## config.mk

```make
export PLATFORM = sky130hd
export DESIGN_NAME = vote_cu_multi
export DESIGN_NICKNAME = d
export VERILOG_FILES = /design/src/rtl/vote_cu_multi.sv
export SDC_FILE = /design/constraint.sdc
export NUM_CORES = 1
export LEC_CHECK = 0
export CAP_MARGIN = 20
export CORE_UTILIZATION = 61
export DETAILED_ROUTE_END_ITERATION = 10
export GPL_TIMING_DRIVEN = 0
export PLACE_DENSITY = 0.8
export SYNTH_ARGS = -nofsm -noshare
export SYNTH_HDL_FRONTEND = slang
export SYNTH_SLANG_ARGS = --single-unit
```

## constraint.sdc

```tcl
create_clock -name clk -period 4.8 [get_ports clk]
set_input_delay 1.44 -clock clk [delete_from_list [all_inputs] [get_ports clk]]
set_output_delay 1.44 -clock clk [all_outputs]
set_load 0.1 [all_outputs]
```

## src/rtl/vote_cu_multi.sv

```systemverilog
// vote_cu_multi: parametrised voting control unit.
//   Counts one vote per armed ballot for N_CAND candidates, counts invalid
//   (multi-button) ballots, voids ballots that time out, saturates all counts,
//   tallies winner/tie sequentially on close and drives a tagged display.
// Ports:
//   clk, rst        rising-edge clock, synchronous active-high reset
//   Power           machine enable
//   Close, Clear    level controls: close the poll / clear all counts
//   Ballot, Total,
//   Result          level buttons, acted on at their rising edge
//   IN              voter buttons, one bit per candidate
//   out, out_tag    registered display value and what it shows
//   armed, busy     ballot waiting for voter / tally in progress
//   tie             after tally: two or more candidates share the maximum
module vote_cu_multi #(
  parameter int N_CAND  = 4,
  parameter int CNT_W   = 12,
  parameter int TIMEOUT = 64
) (
  input  logic                         clk,
  input  logic                         rst,
  input  logic                         Power,
  input  logic                         Close,
  input  logic                         Clear,
  input  logic                         Ballot,
  input  logic                         Total,
  input  logic                         Result,
  input  logic [N_CAND-1:0]            IN,
  output logic [CNT_W-1:0]             out,
  output logic [$clog2(N_CAND+3)-1:0]  out_tag,
  output logic                         armed,
  output logic                         busy,
  output logic                         tie
);

  localparam int TAG_W = $clog2(N_CAND + 3);
  localparam int IDX_W = $clog2(N_CAND);
  localparam int TO_W  = $clog2(TIMEOUT);

  localparam logic [TAG_W-1:0] TAG_INV = TAG_W'(N_CAND);
  localparam logic [TAG_W-1:0] TAG_WIN = TAG_W'(N_CAND + 1);
  localparam logic [TAG_W-1:0] TAG_TOT = TAG_W'(N_CAND + 2);

  typedef enum logic [2:0] {
    S_OFF, S_IDLE, S_ARMED, S_HOLD, S_TALLY, S_CLOSED
  } state_t;

  state_t             state_q, state_d;
  logic [CNT_W-1:0]   cnt_q [N_CAND];
  logic [CNT_W-1:0]   cnt_d [N_CAND];
  logic [CNT_W-1:0]   inv_q, inv_d;
  logic [CNT_W-1:0]   tot_q, tot_d;
  logic [CNT_W-1:0]   lead_q, lead_d;
  logic [CNT_W-1:0]   out_q, out_d;
  logic [TAG_W-1:0]   tag_q, tag_d;
  logic [TAG_W-1:0]   disp_q, disp_d;
  logic [IDX_W-1:0]   win_q, win_d;
  logic [IDX_W-1:0]   idx_q, idx_d;
  logic [TO_W-1:0]    to_q, to_d;
  logic               armed_q, armed_d;
  logic               busy_q, busy_d;
  logic               tie_q, tie_d;
  logic               closed_q, closed_d;
  logic               bal_p_q, tot_p_q, res_p_q;

  logic               bal_rise, tot_rise, res_rise;
  logic               do_clear, do_tally;
  logic [CNT_W-1:0]   tally_cur;
  logic [CNT_W-1:0]   disp_val;

  assign bal_rise  = Ballot & ~bal_p_q;
  assign tot_rise  = Total  & ~tot_p_q;
  assign res_rise  = Result & ~res_p_q;
  assign tally_cur = cnt_q[idx_q];

  assign out     = out_q;
  assign out_tag = tag_q;
  assign armed   = armed_q;
  assign busy    = busy_q;
  assign tie     = tie_q;

  function automatic logic [CNT_W-1:0] sat_inc(input logic [CNT_W-1:0] v);
    return (&v) ? v : v + CNT_W'(1);
  endfunction

  // Value selected by the result-display index.
  always_comb begin
    disp_val = '0;
    if (disp_q < TAG_INV) begin
      disp_val = cnt_q[disp_q[IDX_W-1:0]];
    end else if (disp_q == TAG_INV) begin
      disp_val = inv_q;
    end else begin
      disp_val = tie_q ? '1 : CNT_W'(win_q);
    end
  end

  always_comb begin
    state_d  = state_q;
    cnt_d    = cnt_q;
    inv_d    = inv_q;
    tot_d    = tot_q;
    lead_d   = lead_q;
    out_d    = out_q;
    tag_d    = tag_q;
    disp_d   = disp_q;
    win_d    = win_q;
    idx_d    = idx_q;
    to_d     = to_q;
    armed_d  = armed_q;
    busy_d   = busy_q;
    tie_d    = tie_q;
    closed_d = closed_q;
    do_clear = 1'b0;
    do_tally = 1'b0;

    if (!Power) begin
      state_d = S_OFF;
      out_d   = '0;
      armed_d = 1'b0;
      busy_d  = 1'b0;
    end else begin
      case (state_q)
        S_OFF: state_d = closed_q ? S_CLOSED : S_IDLE;

        S_IDLE: begin
          if (Clear) begin
            do_clear = 1'b1;
          end else if (Close) begin
            do_tally = 1'b1;
          end else if (tot_rise) begin
            out_d = tot_q;
            tag_d = TAG_TOT;
          end else if (bal_rise) begin
            state_d = S_ARMED;
            armed_d = 1'b1;
            to_d    = TO_W'(TIMEOUT - 1);
          end
        end

        S_ARMED: begin
          if (Close) begin
            do_tally = 1'b1;
          end else if (IN != '0) begin
            if ($countones(IN) == 1) begin
              for (int unsigned i = 0; i < N_CAND; i++) begin
                if (IN[i]) cnt_d[i] = sat_inc(cnt_q[i]);
              end
            end else begin
              inv_d = sat_inc(inv_q);
            end
            tot_d   = sat_inc(tot_q);
            armed_d = 1'b0;
            state_d = S_HOLD;
          end else if (to_q == '0) begin
            armed_d = 1'b0;
            state_d = S_IDLE;
          end else begin
            to_d = to_q - TO_W'(1);
          end
        end

        S_HOLD: begin
          if (Close) begin
            do_tally = 1'b1;
          end else if (IN == '0) begin
            state_d = S_IDLE;
          end
        end

        // Candidate idx_q is compared against the running leader; the
        // first candidate seeds the leader, so equal counts keep the
        // lowest index as winner.
        S_TALLY: begin
          if (idx_q == '0) begin
            lead_d = tally_cur;
            win_d  = '0;
            tie_d  = 1'b0;
          end else if (tally_cur > lead_q) begin
            lead_d = tally_cur;
            win_d  = idx_q;
            tie_d  = 1'b0;
          end else if (tally_cur == lead_q) begin
            tie_d = 1'b1;
          end
          if (idx_q == IDX_W'(N_CAND - 1)) begin
            busy_d   = 1'b0;
            out_d    = '0;
            tag_d    = '0;
            closed_d = 1'b1;
            state_d  = S_CLOSED;
          end else begin
            idx_d = idx_q + IDX_W'(1);
          end
        end

        S_CLOSED: begin
          if (Clear) begin
            do_clear = 1'b1;
          end else if (res_rise) begin
            out_d  = disp_val;
            tag_d  = disp_q;
            disp_d = (disp_q == TAG_WIN) ? '0 : disp_q + TAG_W'(1);
          end else if (tot_rise) begin
            out_d = tot_q;
            tag_d = TAG_TOT;
          end
        end

        default: state_d = S_OFF;
      endcase
    end

    if (do_clear) begin
      for (int unsigned i = 0; i < N_CAND; i++) cnt_d[i] = '0;
      inv_d    = '0;
      tot_d    = '0;
      lead_d   = '0;
      tie_d    = 1'b0;
      win_d    = '0;
      out_d    = '0;
      tag_d    = '0;
      disp_d   = '0;
      closed_d = 1'b0;
      state_d  = S_IDLE;
    end

    if (do_tally) begin
      armed_d = 1'b0;
      busy_d  = 1'b1;
      idx_d   = '0;
      disp_d  = '0;
      state_d = S_TALLY;
    end
  end

  always_ff @(posedge clk) begin
    if (rst) begin
      state_q  <= S_OFF;
      for (int unsigned i = 0; i < N_CAND; i++) cnt_q[i] <= '0;
      inv_q    <= '0;
      tot_q    <= '0;
      lead_q   <= '0;
      out_q    <= '0;
      tag_q    <= '0;
      disp_q   <= '0;
      win_q    <= '0;
      idx_q    <= '0;
      to_q     <= '0;
      armed_q  <= 1'b0;
      busy_q   <= 1'b0;
      tie_q    <= 1'b0;
      closed_q <= 1'b0;
      bal_p_q  <= 1'b0;
      tot_p_q  <= 1'b0;
      res_p_q  <= 1'b0;
    end else begin
      state_q  <= state_d;
      cnt_q    <= cnt_d;
      inv_q    <= inv_d;
      tot_q    <= tot_d;
      lead_q   <= lead_d;
      out_q    <= out_d;
      tag_q    <= tag_d;
      disp_q   <= disp_d;
      win_q    <= win_d;
      idx_q    <= idx_d;
      to_q     <= to_d;
      armed_q  <= armed_d;
      busy_q   <= busy_d;
      tie_q    <= tie_d;
      closed_q <= closed_d;
      bal_p_q  <= Ballot;
      tot_p_q  <= Total;
      res_p_q  <= Result;
    end
  end

endmodule

```

**Word-level counts from Yosys, hierarchy flattened**

Index checks and enable logic that the tools add are counted.

- Word-level logic and storage cells: 218
- Register bits: 122
- Output and inout bits: 18
- Input bits: 12

- Multiplexer cells: 73
- Eq/ne operators: 44
- Reductions and logical operators: 42
- Magnitude comparators: 4
- $add $sub $neg: 12
- Bitwise operators: 20

Operator list:

| cell | number |
|---|---|
| two-way mux 12 bit | 15 |
| adder 12 x 1 -> 12 bit (second input constant) | 6 |
| AND reduction 12 bit | 6 |
| two-way mux 3 bit | 21 |
| binary-select mux 12 bit (select 2 bit) | 2 |
| != test 5 bit (second input constant) | 9 |
| two-way mux 6 bit | 7 |
| != test 4 bit (second input constant) | 9 |
| one-hot mux 12 bit (3 select lines) | 1 |
| AND reduction 7 bit | 5 |
| AND reduction 10 bit | 3 |
| != test 2 bit (second input constant) | 11 |
| two-way mux 1 bit | 20 |
| one-hot mux 3 bit (6 select lines) | 1 |
| inverter 1 bit | 15 |
| == test 12 bit | 1 |
| == test 3 bit (second input constant) | 4 |
| greater-than comparator 12 bit | 1 |
| one-hot mux 6 bit (2 select lines) | 1 |
| AND reduction 3 bit | 4 |
| AND reduction 6 bit | 2 |
| AND reduction 5 bit | 2 |
| one-hot mux 3 bit (3 select lines) | 1 |
| AND reduction 9 bit | 1 |
| 29 further kinds | 47 |

**Longest topological paths before layout**

Gate-level depths: netlist (run 1).

- Word-level depth: 10
- Depth in mapped cells: 11
- Gate-level depth less buffers: 10

**Least setup slack after synthesis (run 1)**

No wires, ideal clock.

- Kind: input to register
- Start point: input IN[0]
- End point: register cnt_q[47] in the netlist's numbering
- Path buffers: 0
- Setup time: 0.070 ns
- Setup slack: 0.821 ns
- Stages on the path: 10
- Data required time: 4.730 ns
- Arrival time: 3.908 ns
- Path through: inv_1 > fa_1 > inv_1 > ha_1 > ha_1 > nor3b_1 > and4_4 > o211ai_2 > or4_1 > a21oi_1

- Longest elaborated chain between the ends: 4
- Elaborated cells on any way between the ends: 5
- Those cells by class: add/sub: 2; eq/ne: 1; reduce/logical: 2

RTL lines:

| what | line | RTL |
|---|---|---|
| from (decl) | 28 | `input logic [N_CAND-1:0] IN,` |
| adder 1 x 1 -> 2 bit (not written as such) | 145 | `if ($countones(IN) == 1) begin` |
| adder 2 x 2 -> 3 bit (not written as such) | 145 |  |
| == test 3 x 1 -> 1 bit | 145 |  |
| AND reduction 7 bit (no source line) (*) | n/a |  |
| to (signal assigned) | 259 | `cnt_q <= cnt_d;` |
| to (decl) | 49 | `logic [CNT_W-1:0] cnt_q [N_CAND];` |

Mark *: on every way between the ends. The rest lies on a longest branch, timed or not.
A chain may end at the register's enable or synchronous reset.

**Worst setup path in the final report (run 1)**

- Start point: input IN[0]
- End point: register cnt_q[34] in the netlist's numbering

Same word-level chain as after synthesis.

==> impl_summary.md, run 1 <==
Worst setup path
The largest fanout on the critical path is 10. The sort of element at the end of the critical path is a flop. For the worst setup path, the data arrival time is 4.83 ns. The type of the worst setup path is in2reg. The nature of the critical path startpoint is an input port. The worst endpoint required time is 5.08 ns.

Placed design
After legalization and detailed placement, the total HPWL measured 15.87 mm. In this run the tool buffered the top-level ports with 29 buffer cells. The global placer's final weighted congestion is 0.9817. The placed cell area is 7869 um^2. In this run, placement finished with an instance count of 1039.

Synthesis
The number of distinct library cells after synthesis is 64. The average instance in the mapped netlist occupies 8.535 um^2. The sequential share of the synthesized area is 0.3301.

The Yosys step of the flow raised 0 warnings. The cell area that synthesis handed to floorplanning was 7400 um^2. In the synthesized netlist, the cells that appear most often are dfxtp_1 (122), nor2_1 (86), nand2_1 (66), a21oi_1 (64), xnor2_1 (44). The synthesized design spends more area on one cell type than any other, namely dfxtp_1. In the synthesized netlist the dominant register cell turns out to be dfxtp_1. In the synthesized netlist, the number of instances is 867.

After synthesis, the cell types taking the most area are dfxtp_1 (33%), mux4_2 (7.3%), xnor2_1 (5.2%). The fraction of registers with async set/reset is 0. The most used standard cell by instance count after synthesis is dfxtp_1. The share of the synthesized area in the top cell type is 0.3301. The number of enable-type register cells in the synthesized netlist is 0. Synthesis produced a netlist with a net count of 905.

The post-synthesis sequential element count is 122.

Clocking
The maximum buffer depth of the clock tree is 2. The latest clock arrival within the worst-skew pair is 0.42 ns. Buffers added to address setup during post-CTS repair amount to 0. The hold-fix buffer count after cts is 0. The total CTS buffers is 17. The H-tree depth is 4. The count of cells resized by post-cts repair is 0. The CTS tree is done. The clock sink count is 122.

The cell at the root of the clock tree is clkbuf_16. After clock tree synthesis, the clock-pin slew on the worst setup and hold paths is 0.05 ns.

Floorplan
In this run the horizontal extent of the chip is 112.1 um. The core footprint is 11610 um^2. The floorplan step defined a die boundary enclosing 12580 um^2. The number of primary I/O pins is 30. The die is 112.1 um tall. The count of standard-cell rows is 39. The initial utilization of the core area, before any placement, comes to 0.6371.

Routing
Across all layers, the routed design uses 7163 vias. The routed wire length is 21.26 mm. The number of vias per cell after detailed routing is 6.682. After the first detailed-routing iteration, the DRC count stood at 608. The average wire length per cell after detail routing is 19.83 um. The number of detailed-routing iterations run before antenna repair is 9.

The DRC violation count after routing is 1. In this run the remaining antenna-violating nets after routing total 0.

Timing
The maximum operating frequency is 0.2198 GHz. The number of setup violations in the final report is 0. Hold timing on the final database bottoms out at a slack of 0.4573 ns. The max-slew violation count is 0. The slew at the pin closest to its max-slew limit is 1.033 ns. The fraction of the cycle the final worst path needs is 0.9479.

Between clock sinks in the finished design, the worst skew comes to 0.007049 ns. The final count of hold timing violations is 0. Headroom to the max-slew limit came out at 0.3089.

The routed design could run at a clock period as short as 4.550 ns. Setup repair after global routing left no endpoint under its margin.

Finish
The relative area change from synthesis to final layout is 14.61%. The non-filler instance count after layout is 1072. Once layout is done, the placed cells without fillers occupy 8481 um^2. The number of antenna diodes in the final layout is 0. The filler cells instantiated in the layout total 909.

The layout cell share with drive strength beyond 1 is 0.08396. For this run, the post-layout net count is 954.

GRT
The first global-routing pass estimated 35.17 mm of wire. The met2 layer usage reported by global route is 0.5718. The number of global-route vias before repair came to 6912. For this run, global-route usage on met1 was measured as 0.4619. The overall track demand over capacity in global routing is 0.3572. For met3 alone, demand over resource in global routing was 0.09989. The leftover overflow at the end of global routing is 0. The maximum number of pins on one net before global-route repair is 17. The initial antenna violation count came to 0.

The layer with the highest usage after global routing is met2.

Power and ir drop
The static leakage is 2.777 nW. For this design the ratio of total power to cell area is 292.9 nW/um^2. The worst-case IR drop observed on VDD is 0.2543 mV.

Min path
The tightest min-delay check is of the reg2reg type.

Flow run
The tool flagged a number of max-cap violations equal to 0.

Run status
The run finished, with violations left. The checks that failed: design-rule violations.
==> placed cells by master (no fill, tap or decap), drive strengths merged, types with 18 or more instances in the layout <==
master / synthesis / layout
a21oi: 65 / 65
and3: 23 / 23
clkbuf: 42 / 67
clkdlybuf4s50: 0 / 29
dfxtp: 122 / 122
ha: 25 / 25
inv: 35 / 35
mux4: 24 / 24
nand2: 66 / 66
nand3: 30 / 30
nand4: 25 / 25
nor2: 86 / 86
nor4: 23 / 23
o211ai: 19 / 19
or4: 18 / 18
xnor2: 44 / 44
==> layer usage <==
metal / share of wire / vias to the layer above
met4: 0.023 / 0
met5: 0 / -
met3: 0.079 / 50
met1: 0.42 / 3458
met2: 0.47 / 328
li1: - / 3327
==> critical path, stage by stage <==
cell	delay, ns
clkdlybuf4s50_1	0.57
inv_1	0.12
fa_1	0.54
inv_1	0.04
ha_1	0.18
ha_1	0.30
nor3b_1	0.42
nand4_1	0.23
clkbuf_1	0.30
nor4_1	0.45
xnor2_1	0.20
nor2_1	0.05
==> cell type report <==
class	count	area [um^2]	area share
multi-input cells	655	4611	0.5437
flip-flops and latches	122	2442	0.2880
clock buffers	24	491.7	0.05798
repair buffers	30	295.3	0.03482
plain buffers	55	215.2	0.02538
well taps	143	178.9	0.02110
inverters	35	131.4	0.01549
clock inverters	8	115.1	0.01357
==> registers in the layout, indices dropped and copies added (netlist names), 2 cells and up <==
name     flops
cnt_q       48
disp_q       3
idx_q        2
inv_q       12
lead_q      12
out         12
out_tag      3
state_q      3
to_q         6
tot_q       12
win_q        2
==> logic make-up after synthesis <==
logic type,after synthesis,synth area share
buffers and inverters,90,0.04684
AO/OA/AOI/OAI,185,0.1735
adder cells (fa/ha/maj),26,0.04498
XOR/XNOR,51,0.06037
flip-flops,122,0.3301
multiplexers,32,0.08387
AND/OR/NAND/NOR,361,0.2604
==> final timing paths <==
kind	slack (ns)	startpoint	depth (start not counted)	end
worst max-delay path	0.25	IN[0]	12	cnt_q[34]$_SDFFE_PP0P_
worst max register to register	0.78	idx_q[0]$_SDFFE_PP0P_	10	tie$_SDFFE_PP0P_
worst min register to register	0.46	out[9]$_SDFFE_PP0P_	1	out[9]$_SDFFE_PP0P_
worst min-delay path	0.46	out[9]$_SDFFE_PP0P_	1	out[9]$_SDFFE_PP0P_
==> where the power goes <==
part / switching (mW) / total (mW) / internal (mW)
Clock: 0.453 / 1.32 / 0.867
Combinational: 0.0939 / 0.139 / 0.0446
Sequential: 0.00603 / 1.02 / 1.02
==> per-stage QoR <==
stage	utilization	setup slack (ns)	power (mW)	setup TNS, ns
floorplan	-	0.8212	1.134	0
global placement	0.6775	-0.001303	1.178	-0.002581
detailed placement	0.6775	-0.06676	1.181	-0.5176
CTS	0.7298	0.3039	2.487	0
global route	0.7302	0.09502	2.547	0
finish	0.7302	0.2500	2.484	0
Power figures use the tool's default switching activity.
==> run 2: changes to the inputs <==
--- a/config.mk
+++ b/config.mk
@@ -10,6 +10,8 @@
 export DETAILED_ROUTE_END_ITERATION = 10
 export GPL_TIMING_DRIVEN = 0
 export PLACE_DENSITY = 0.8
+export SETUP_SLACK_MARGIN = 0.3
 export SYNTH_ARGS = -nofsm -noshare
 export SYNTH_HDL_FRONTEND = slang
 export SYNTH_SLANG_ARGS = --single-unit
+export TNS_END_PERCENT = 1
==> impl_summary.md, run 2 (same netlist as run 1, synthesis figures left out) <==
Run status
The run finished, with violations left. The checks that failed: design-rule violations.

Finish
The total of fill cells in the finished design is 909. The number of antenna diodes in the final layout is 0. More flip-flops sit in one register than any other, and that register is cnt_q. In the final layout, the share of cells above drive strength 1 is 0.08611. The area used by multi-input combinational logic is 4616 um^2.

From synthesis to final layout, the design area changed by 14.69%. After the last flow step, the layout net total stands at 954. Registers take 2442 um^2. The flip-flop count of the largest register after layout is 48. The commonest non-fill, non-tap cell in the layout is dfxtp_1.

The library cells used most frequently in the layout, excluding fill and tap cells, are dfxtp_1 (122), nor2_1 (86), nand2_1 (66), a21oi_1 (64).

Worst setup path
The critical path in this run is classified as in2reg. The largest fanout on the critical path is 10. For the worst setup path, the data required time is 5.08 ns. The nature of the critical path startpoint is an input port.

Data on the critical path arrives at its endpoint at 4.69 ns. STA classifies the critical path endpoint as a flop.

GRT
The number of global-route vias before repair is 6912. Global routing finished with a remaining overflow of 0. The global-route wire length before repair is 35.17 mm. The initial antenna violation count is 0. The maximum number of pins on one net before global-route repair is 17. The overall track demand over capacity in global routing is 0.3572.

Clocking
After clock tree synthesis, the clock-pin slew on the worst setup and hold paths is 0.05 ns. After clock tree synthesis, the flow added hold-fix buffers numbering 0. Buffers inserted during clock tree synthesis total 17. Clock tree synthesis selected as its root buffer the cell clkbuf_16. The clock drives 122 sinks. The H-tree was split into 4 levels. Once the clock tree was built, the resizer swapped 0 gates to a different size. The number of setup buffers added after CTS is 0. The CTS tree is done.

The later pin in the worst-skew pair is clocked with a latency of 0.42 ns. The maximum buffer depth of the clock tree is 2.

Routing
The number of vias per cell after detailed routing is 6.653. The remaining antenna violation count is 0. The number of vias after detailed routing is 7132.

The DRC violation count after routing is 1. The number of DRC markers after the initial detailed-route iteration is 667. Dividing the detail-routed wire length by the instance count gives 19.90 um. The routed wire length is 21.33 mm. For this run, the detailed router's first-pass iteration total came to 8.

Floorplan
The die covers 12580 um^2. Measured along the y axis, the die boundary spans 112.1 um. The initial utilization of the core area, before any placement, comes to 0.6371. In this run the horizontal extent of the chip is 112.1 um.

The number of primary I/O pins is 30. After floorplanning, the core was divided into 39 placement rows. After floorplanning, the core was sized to cover 11610 um^2.

Timing
The max-slew violation count is 0. For the finished layout, the period the worst path requires is 4.410 ns. The maximum operating frequency is 0.2268 GHz. Dividing the final minimum period by the clock period gives 0.9188.

At the pin with the least slew margin, the transition time is 1.021 ns. In the post-route analysis, the smallest setup slack over all paths is 0.3899 ns. Setup repair after global routing could not meet its margin everywhere. Setup violations remaining at the end of the flow were counted as 0. On the final layout, the worst clock skew is 0.007536 ns. The final count of hold timing violations is 0. The relative slew slack is 0.3175.

Power and ir drop
IR analysis of the VDD net gives a maximum drop of 0.2548 mV. The static leakage is 2.782 nW. The areal power density over the cells is 292.7 nW/um^2. The design draws 2.484 mW.

Placed design
The count of input and output buffers is 29. Summed over all nets, the half-perimeter wirelength after detailed placement is 15.87 mm. Routability-driven placement finished with a final weighted congestion of 0.9817. OpenSTA, run right after detailed placement, puts the worst setup slack at -0.06676 ns.

Flow run
Across the run, the number of max-cap violations was 0.

Min path
In this run the worst hold path is classified as reg2reg.
run 2: changes by cell type in the layout (fill, tap and decap cells not counted):
cell | before | now
nor3b_2 | 0 | 1
clkbuf_1 | 45 | 44
nor3b_1 | 6 | 5
clkbuf_2 | 1 | 2
run 2: critical path: stages:
cell and delay, ns:
clkdlybuf4s50_1 0.57, inv_1 0.12, fa_1 0.54, inv_1 0.04, ha_1 0.18, ha_1 0.31, nor3b_2 0.30, nand4_1 0.21
clkbuf_1 0.29, nor4_1 0.44, xnor2_1 0.20, nor2_1 0.05
run 2: worst paths after layout:
path                                       startpoint                      to  depth (start not counted)  slack, ns
worst min-delay path              out[7]$_SDFFE_PP0P_     out[7]$_SDFFE_PP0P_                          1       0.46
worst max register to register  idx_q[0]$_SDFFE_PP0P_        tie$_SDFFE_PP0P_                         10       0.82
worst max-delay path                            IN[0]  cnt_q[34]$_SDFFE_PP0P_                         12       0.39
worst min register to register    out[7]$_SDFFE_PP0P_     out[7]$_SDFFE_PP0P_                          1       0.46
run 2: final cells by class:
cell class                 count  area share
sequential                   122      0.2878
timing repair buffer          30     0.03479
clock buffer                  24     0.05794
clock inverter                 8     0.01356
inverter                      35     0.01548
tap                          143     0.02108
buffer                        55     0.02550
multi-input combinational    655      0.5439
run 2: where the power goes:
| group | internal, mW | total (mW) | switching (mW) |
|---|---|---|---|
| sequential | 1.02 | 1.02 | 0.00597 |
| combinational | 0.0453 | 0.140 | 0.0946 |
| clock | 0.867 | 1.32 | 0.452 |
run 2: metal layers:
| layer | part of all wire | GRT usage |
|---|---|---|
| met4 | 0.024 | 0.1324 |
| met3 | 0.085 | 0.09989 |
| met1 | 0.42 | 0.4619 |
| met2 | 0.47 | 0.5718 |
| met5 | 0 | 0 |
run 2: stage by stage:
step	cell area [um^2]	utilization	instances	hold slack, ns	setup TNS, ns
2_1_floorplan	7400	-	867	0.4354	0
3_3_place_gp	7869	0.6775	1039	0.4442	-0.002581
3_5_place_dp	7869	0.6775	1039	0.4460	-0.5176
4_1_cts	8476	0.7298	1071	0.4629	0
5_1_grt	8487	0.7308	1072	0.4698	0
6_report	8487	0.7308	1072	0.4604	0
